**config.mk**
```make
export PLATFORM = sky130hd
export DESIGN_NAME = uart_frame_loader
export DESIGN_NICKNAME = d
export VERILOG_FILES = /design/src/rtl/uart_frame_loader.sv
export SDC_FILE = /design/constraint.sdc
export NUM_CORES = 1
export LEC_CHECK = 0
export ABC_CLOCK_PERIOD_IN_PS = 4400
export BUFFER_PORTS_ARGS = -buffer_cell sky130_fd_sc_hd__buf_2
export CAP_MARGIN = 30
export CELL_PAD_IN_SITES_DETAIL_PLACEMENT = 1
export CELL_PAD_IN_SITES_GLOBAL_PLACEMENT = 1
export CORE_MARGIN = 1
export CORE_UTILIZATION = 45
export DETAILED_ROUTE_END_ITERATION = 10
export PLACE_DENSITY = 0.84
export SLEW_MARGIN = 20
export SYNTH_ARGS = -nofsm -noshare
export SYNTH_HDL_FRONTEND = slang
export SYNTH_SLANG_ARGS = --single-unit
```
**constraint.sdc**
```tcl
create_clock -name clk -period 4.4 [get_ports clk]
set_clock_uncertainty 0.2 [all_clocks]
set_input_delay 0.22 -clock clk [delete_from_list [all_inputs] [get_ports clk]]
set_output_delay 0.22 -clock clk [all_outputs]
set_load 0.01 [all_outputs]
```
**src/rtl/uart_frame_loader.sv**
```systemverilog
// rtl/uart_frame_loader.sv - pairs UART bytes into 16-bit words and writes them to SDRAM
module uart_frame_loader #(
  parameter int FRAME_WORDS  = 19220,
  parameter int HADDR_WIDTH  = 24,
  parameter int IDLE_TIMEOUT = 2517500
) (
  input  logic                   clk,
  input  logic                   rst_n,
  input  logic                   rx_dv,
  input  logic [7:0]             rx_byte,
  input  logic                   restart,
  input  logic                   busy,
  output logic [HADDR_WIDTH-1:0] wr_addr,
  output logic [15:0]            wr_data,
  output logic                   wr_enable,
  output logic                   frame_done,
  output logic                   overrun,
  output logic [HADDR_WIDTH-1:0] word_count
);

  localparam logic [1:0] IDLE_LO = 2'd0;
  localparam logic [1:0] WAIT_HI = 2'd1;
  localparam logic [1:0] WRITE   = 2'd2;
  localparam logic [1:0] DONE    = 2'd3;

  localparam int TW = (IDLE_TIMEOUT > 1) ? $clog2(IDLE_TIMEOUT + 1) : 1;
  localparam logic [TW-1:0]          TIMER_LAST = TW'(IDLE_TIMEOUT - 1);
  localparam logic [HADDR_WIDTH-1:0] LAST_WORD  = HADDR_WIDTH'(FRAME_WORDS);

  logic [1:0]             state_q, state_d;
  logic [7:0]             lo_byte_q, lo_byte_d;
  logic                   lo_valid_q, lo_valid_d;
  logic [15:0]            hold_data_q, hold_data_d;
  logic                   hold_valid_q, hold_valid_d;
  logic [HADDR_WIDTH-1:0] wr_addr_q, wr_addr_d;
  logic [15:0]            wr_data_q, wr_data_d;
  logic                   wr_en_q, wr_en_d;
  logic [HADDR_WIDTH-1:0] count_q, count_d;
  logic                   overrun_q, overrun_d;
  logic [TW-1:0]          timer_q, timer_d;

  logic                   word_done;
  logic                   accept;
  logic [15:0]            new_word;

  // Byte pairing, half-word timeout, write issue/accept and the one-word holding slot
  always_comb begin
    state_d      = state_q;
    lo_byte_d    = lo_byte_q;
    lo_valid_d   = lo_valid_q;
    hold_data_d  = hold_data_q;
    hold_valid_d = hold_valid_q;
    wr_addr_d    = wr_addr_q;
    wr_data_d    = wr_data_q;
    wr_en_d      = wr_en_q;
    count_d      = count_q;
    overrun_d    = overrun_q;
    timer_d      = timer_q;
    word_done    = 1'b0;
    new_word     = {rx_byte, lo_byte_q};
    accept       = wr_en_q && !busy;

    if (restart) begin
      // A write accepted in this same cycle still completes on the bus but is not counted
      state_d      = IDLE_LO;
      lo_valid_d   = 1'b0;
      hold_valid_d = 1'b0;
      wr_en_d      = 1'b0;
      count_d      = '0;
      overrun_d    = 1'b0;
      timer_d      = '0;
    end else begin
      if (state_q != DONE) begin
        if (rx_dv) begin
          timer_d = '0;
          if (lo_valid_q) begin
            lo_valid_d = 1'b0;
            word_done  = 1'b1;
          end else begin
            lo_byte_d  = rx_byte;
            lo_valid_d = 1'b1;
          end
        end else if (lo_valid_q) begin
          if (timer_q == TIMER_LAST) begin
            lo_valid_d = 1'b0;
            timer_d    = '0;
          end else begin
            timer_d = timer_q + 1'b1;
          end
        end
      end

      case (state_q)
        IDLE_LO, WAIT_HI: begin
          if (word_done) begin
            wr_data_d = new_word;
            wr_addr_d = count_q;
            wr_en_d   = 1'b1;
            state_d   = WRITE;
          end else begin
            state_d = lo_valid_d ? WAIT_HI : IDLE_LO;
          end
        end
        WRITE: begin
          if (accept) begin
            count_d = (count_q == LAST_WORD) ? count_q : count_q + 1'b1;
            if (count_d == LAST_WORD) begin
              state_d      = DONE;
              wr_en_d      = 1'b0;
              hold_valid_d = 1'b0;
              lo_valid_d   = 1'b0;
            end else if (hold_valid_q) begin
              // Held word goes straight out; a word finishing now refills the slot
              wr_data_d    = hold_data_q;
              wr_addr_d    = count_d;
              hold_valid_d = word_done;
              hold_data_d  = new_word;
            end else if (word_done) begin
              wr_data_d = new_word;
              wr_addr_d = count_d;
            end else begin
              wr_en_d = 1'b0;
              state_d = lo_valid_d ? WAIT_HI : IDLE_LO;
            end
          end else if (word_done) begin
            if (!hold_valid_q) begin
              hold_valid_d = 1'b1;
              hold_data_d  = new_word;
            end else begin
              overrun_d = 1'b1;
            end
          end
        end
        default: begin
        end
      endcase
    end
  end

  // State registers with asynchronous clear
  always_ff @(posedge clk or negedge rst_n) begin
    if (!rst_n) begin
      state_q      <= IDLE_LO;
      lo_byte_q    <= '0;
      lo_valid_q   <= 1'b0;
      hold_data_q  <= '0;
      hold_valid_q <= 1'b0;
      wr_addr_q    <= '0;
      wr_data_q    <= '0;
      wr_en_q      <= 1'b0;
      count_q      <= '0;
      overrun_q    <= 1'b0;
      timer_q      <= '0;
    end else begin
      state_q      <= state_d;
      lo_byte_q    <= lo_byte_d;
      lo_valid_q   <= lo_valid_d;
      hold_data_q  <= hold_data_d;
      hold_valid_q <= hold_valid_d;
      wr_addr_q    <= wr_addr_d;
      wr_data_q    <= wr_data_d;
      wr_en_q      <= wr_en_d;
      count_q      <= count_d;
      overrun_q    <= overrun_d;
      timer_q      <= timer_d;
    end
  end

  assign wr_addr    = wr_addr_q;
  assign wr_data    = wr_data_q;
  assign wr_enable  = wr_en_q;
  assign frame_done = (state_q == DONE);
  assign overrun    = overrun_q;
  assign word_count = count_q;

endmodule

```
### Word level (Yosys, flattened, before mapping)

Cells that the tools add are included.

| word-level totals | value |
|---|---|
| bits in registers | 116 |
| bits of input ports | 13 |
| output and inout port bits | 67 |
| logic and storage cells | 122 |

| cells by class | value |
|---|---|
| add/subtract/negate cells | 2 |
| eq/ne operators | 19 |
| mux-type cells | 64 |
| bitwise logic cells | 2 |
| reduce and logical (&&, ||, !) cells | 24 |

Operators by type and width:

| cell | count |
|---|---|
| $mux 24 | 9 |
| $mux 16 | 9 |
| $mux 22 | 5 |
| $eq 24x15->1 const B | 2 |
| $pmux 24 s2 | 1 |
| $pmux 16 s2 | 1 |
| $mux 1 | 31 |
| $add 24x1->24 const B | 1 |
| $add 22x1->22 const B | 1 |
| $eq 22x22->1 const B | 1 |
| $reduce_and 4->1 | 4 |
| $ne 2x2->1 const B | 7 |
| $reduce_bool 2->1 | 7 |
| $mux 2 | 6 |
| $reduce_and 6->1 | 2 |
| $ne 3x3->1 const B | 3 |
| $reduce_bool 3->1 | 3 |
| $ne 4x4->1 const B | 2 |
| $reduce_and 2->1 | 3 |
| $reduce_and 5->1 | 1 |
| $eq 2x2->1 const B | 2 |
| $pmux 2 s2 | 1 |
| $eq 2x1->1 const B | 1 |
| $logic_not 2->1 | 1 |
| other kinds (6) | 7 |

### Logic depth before layout (Yosys ltp)

| depth | value |
|---|---|
| depth in word-level cells | 13 |
| gate-level depth with buffers | 12 |
| gate-level depth less buffers | 10 |

### Least setup slack after synthesis

Ideal clock, no wire load.

| timing path | value |
|---|---|
| path kind | flip-flop to flip-flop |
| from | register count_q[19] (netlist: word_count[19]) |
| to | register wr_addr_q[4] (netlist: wr_addr[4]) |
| library setup time | 0.126 ns |
| arrival time | 3.088 ns |
| data required time | 4.074 ns |
| setup slack | 0.986 ns |
| stages on the path, launching flop included | 11 |
| path buffers | 2 |
| period minus slack after synthesis | 3.414 ns |
| cell sequence | dfrtp_1 > buf_6 > or4b_1 > or4_4 > or3_1 > nand3_2 > nand2_1 > or4_4 > buf_6 > a31o_1 > a221o_1 |

| on the way | value |
|---|---|
| cells in the longest elaborated chain, start to end | 7 |
| elaborated cells on any way between the ends | 11 |
| those cells by class | add/sub (1); eq/ne (3); mux (6); reduce/logical (1) |

RTL lines:

| what | line | RTL |
|---|---|---|
| from (decl) | 38 | `logic [HADDR_WIDTH-1:0] count_q, count_d;` |
| from (signal assigned) | 163 | `count_q <= count_d;` |
| parallel branches: the longest is 1 deep, another holds $add 24x1->24 | - |  |
| $mux 24 (*) | 106 | `count_d = (count_q == LAST_WORD) ? count_q : count_q + 1'b1;` |
| parallel branches: the longest is 5 deep, another holds $eq 24x15->1 | - |  |
| to (signal assigned) | 160 | `wr_addr_q <= wr_addr_d;` |
| to (decl) | 35 | `logic [HADDR_WIDTH-1:0] wr_addr_q, wr_addr_d;` |

Mark *: on every way between the ends. The select of a mux whose other input is x is not followed.
A chain may end at the register's enable or synchronous reset.

### Worst setup path after layout

| timing path | value |
|---|---|
| from | register count_q[0] (netlist: word_count[0]) |
| to | register wr_data_q[13] (netlist: wr_data[13]) |

| on the way | value |
|---|---|
| cells in the longest elaborated chain, start to end | 5 |
| elaborated cells on any way between the ends | 6 |
| those cells by class | add/sub (1); eq/ne (3); mux (1); reduce/logical (1) |

RTL lines:

| what | line | RTL |
|---|---|---|
| $add 24x1->24 / $eq 24x15->1 (equally long branches) | 106 |  |
| $mux 24 (*) | 106 |  |
| $eq 24x15->1 (*) | 107 | `if (count_d == LAST_WORD) begin` |
| $ne 2x2->1 (no source line) (*) | - |  |
| $reduce_and 4->1 (no source line) (*) | - |  |
| to (signal assigned) | 161 | `wr_data_q <= wr_data_d;` |
| to (decl) | 36 | `logic [15:0] wr_data_q, wr_data_d;` |

Every way passes the cells marked *; elsewhere a longest branch is shown, timed or not.

==> reports/metrics.csv <==
stage;metric;value;unit
grt;vias in the first global route;5870;
clock_tree;Clk pin slew, worst setup/hold paths;60;ps
floorplanning;total die area;14100;um2
pwr;sequential share of power;41.0;%
layout;Nets;722;
worst_setup_path;CP bufs+invs;1;
logic_synthesis;most common cell in the netlist;dfrtp_1;
logic_synthesis;syn avg cell area;9.74;um2
clock_tree;Clock Sinks;116;
logic_synthesis;post-synth top area cell;dfrtp_1;
placed_design;post-detail-place hpwl;12400;um
logic_synthesis;sequential area share after synthesis;47.3;%
placed_design;Port Buffers;79;
worst_setup_path;Worst path top cell family by delay;simple AND/OR/NAND/NOR gates;
layout;design area;7380;um2
logic_synthesis;top cell type's share of synthesized area;47.3;%
floorplanning;Core Region;13300;um2
clock_tree;clock buffer depth;2;
grt;GRT met3 Usage;6.18;%
placed_design;Place WS;616;ps
pwr;pwr dens;402;nW/um2
floorplanning;height of the die;119;um
pwr;Internal;0.00218;W
worst_setup_path;r2r endpoint;wr_data[13];
sta;Worst-Margin Slew;798;ps
worst_setup_path;worst-path cell chain;ha_1 > nand3_1 > nor4_1 > and3_1 > mux2i_1 > nand4_1 > o21a_1 > a21oi_2 > buf_4 > o2bb2ai_1;
layout;fin cells;895;
grt;grt total ovfl;0;
clock_tree;cts bufs inserted;17;
layout;Layout fillers;1499;
drt;WL per Instance;21.6;um
drt;Pre-antenna DRT Iters;4;
pwr;Comb power frac;9.3;%
grt;GRT Total Usage;28.3;%
logic_synthesis;Synthesis Warnings;0;
logic_synthesis;syn_nets;646;
logic_synthesis;synth top area cells;dfrtp_1 47%, mux2_2 6.1%, nor2_1 4.0%;
logic_synthesis;post-synthesis cell count;630;
floorplanning;IO Count;80;
logic_synthesis;Netlist Area Pre-Place;6140;um2
drt;via count;5548;
worst_setup_path;Reg2Reg Depth;10;
logic_synthesis;EDFF count, synth;0;
pwr;Clock Power Share;49.7;%
clock_tree;setup repair bufs after CTS;0;
logic_synthesis;async set-reset flop share out of synthesis;100;%
logic_synthesis;#FFs+latches synth;116;
worst_setup_path;required time worst endpoint;4540;ps
pwr;Switch Pwr;0.000783;W
layout;area grow syn2layout;20.2;%
clock_tree;CTS root buf;clkbuf_16;
sta;setup violators final;0;
floorplanning;die width;119;um
worst_setup_path;Critical Path AT;4060;ps
worst_setup_path;critical path type;register to register;
layout;Util after Layout;55.5;%
drt;DRC Markers;0;
worst_setup_path;Slowest-stage cell, CP;nor4_1;
worst_setup_path;crit path max fanout;16;
sta;Max Freq;255;MHz
grt;GRT busiest layer;met2;
sta;Final WS setup;484;ps
sta;final slew viol count;0;
pwr;Worst VDD drop;0.326;mV
floorplanning;Initial Util;46.2;%
placed_design;Placed Area;6670;um2
worst_setup_path;register-to-register setup slack;480;ps
grt;initial antenna violation count;0;
grt;first-pass GRT wire length;31100;um
sta;Final Hold Vio Count;0;
logic_synthesis;Primary FF master, synth;dfrtp_1;
run;number of max-cap violations;0;
clock_tree;CTS tree;yes;
sta;RSZ-0062 raised after global routing;no;
drt;1st-iter DRT viols;353;
clock_tree;H-tree depth;4;
floorplanning;Row Count;42;
grt;GR met2 Demand/Resource;47.0;%
worst_setup_path;startpoint types;register;
drt;routed vias/inst;6.20;
layout;n_diodes;0;
sta;Period minus WS final;3920;ps
sta;Max-slew headroom;46.8;%
sta;Final Cycle Share;89.0;%
min_path;worst min path class;input port to asynchronous set/reset pin;
logic_synthesis;Yosys cell types;63;
placed_design;gp weighted congestion;0.886;
clock_tree;cts repair resizes;0;
drt;final wirelength;19300;um
pwr;P_leak;3.31;nW
clock_tree;later-pin clock latency in the skew report;420;ps
outcome;status;complete, no violations;
grt;met1 Track Usage GR;36.1;%
worst_setup_path;CP peak stage delay;510;ps
drt;Antenna Violating Nets Remaining;0;
grt;largest net degree at the start of global routing;51;
pwr;Net Sw Frac;26.4;%
worst_setup_path;Worst setup EP type;register;
logic_synthesis;Synth top cells by count;116 x dfrtp_1, 66 x nor2_1, 48 x nand2_1;
layout;share of layout cells above drive strength 1;24.2;%
placed_design;placed cells;854;
worst_setup_path;worst r2r src;word_count[0];
sta;Fin Setup TNS;0;ps
[routing by layer]
layer,up-vias,part of all wire (%),routed length (um)
met4,0,1.9,369
met1,2853,42,8100
li1,2457,-,-
met2,204,51,9810
met5,-,0,0
met3,34,5.4,1050
[worst reg2reg max path: cells and delay by family (launching register included)]
family	cells	cell delay, ps
adders and majority gates	1	320
DFF	1	500
muxes	1	290
AOI/OAI and AO/OA	3	800
buffers and inverters	1	320
and+or+nand+nor	4	1410
[sequential cells by signal, indices dropped and copies added (netlist names)]
name          cells
word_count       24
state_q           2
hold_valid_q      1
lo_valid_q        1
timer_q          22
wr_enable         1
lo_byte_q         8
hold_data_q      16
wr_data          16
overrun           1
wr_addr          24
[how the worst max path moves through the flow]
stage / startpoint / end / slack (ps) / cells after the start
2_1_floorplan: word_count[19] / wr_addr[4] / 990 / 10
3_3_place_gp: word_count[1] / wr_addr[4] / 770 / 9
3_5_place_dp: word_count[0] / wr_data[15] / 620 / 10
4_1_cts: word_count[0] / wr_data[1] / 520 / 10
5_1_grt: word_count[0] / wr_data[6] / 200 / 10
6_report: word_count[0] / wr_data[13] / 480 / 10
[power groups by stage]
stage / clock [W] / sequential (W) / combinational [W]
after detailed placement: 0 / 0.00123 / 0.000265
after global routing: 0.00154 / 0.00122 / 0.000296
after floorplan: 0 / 0.00124 / 0.000123
after CTS: 0.00149 / 0.00121 / 0.000277
after global placement: 0 / 0.00122 / 0.000249
final: 0.00147 / 0.00122 / 0.000276
[cells in the final DEF (no fill, tap or decap), drive strengths merged, types with 3 or more instances in the layout]
cell type,Yosys,layout
dfrtp,116,116
buf,14,93
nor2,66,66
nand2,48,48
o21ai,40,40
mux2,33,33
nand3,26,26
a21oi,20,20
or3,18,18
nor3,18,18
xor2,17,17
a22oi,17,17
o2bb2ai,17,17
clkbuf,31,17
xnor2,16,16
inv,6,13
a221o,11,11
o31ai,10,10
and3,10,10
nand4,9,9
dlygate4sd3,0,9
nor2b,7,7
and4,6,6
nand2b,5,5
nor4b,5,5
and2,5,5
a31oi,5,5
or2,5,5
clkinv,0,5
nor4,4,4
mux2i,4,4
a31o,4,4
a211oi,3,3
o21a,3,3
ha,3,3
bufinv,0,3
[metrics by stage]
step / power (W) / hold WS, ps
after floorplan: 0.00136 / -276
after detailed placement: 0.00149 / 35.1
after global placement: 0.00147 / 27.7
after CTS: 0.00298 / 118
after global routing: 0.00306 / 147
final: 0.00296 / 106
[logic make-up after synthesis]
kind of cell / Yosys count / share of synthesized area [%]
AOI/OAI and AO/OA: 146 / 16.4
buffers and inverters: 51 / 3.59
muxes: 37 / 6.71
xor gates and xnor gates: 33 / 4.71
and+or+nand+nor: 244 / 20.7
adders and majority gates: 3 / 0.612
DFF: 116 / 47.3
[repair_timing]
action	in CTS	in global routing
hold buffers	9	0
endpoints found under the setup margin	0	0
hold endpoints to repair	60	0
[cell type report]
class	instances	area [um2]	share of cell area, %
multi-input cells	463	3020	40.9
flip-flops and latches	116	2900	39.4
repair buffers	102	593	8.04
clock buffers	17	425	5.77
well taps	176	220	2.99
clock inverters	15	194	2.63
inverters	6	22.5	0.305
(Power assumes the default switching activity.)
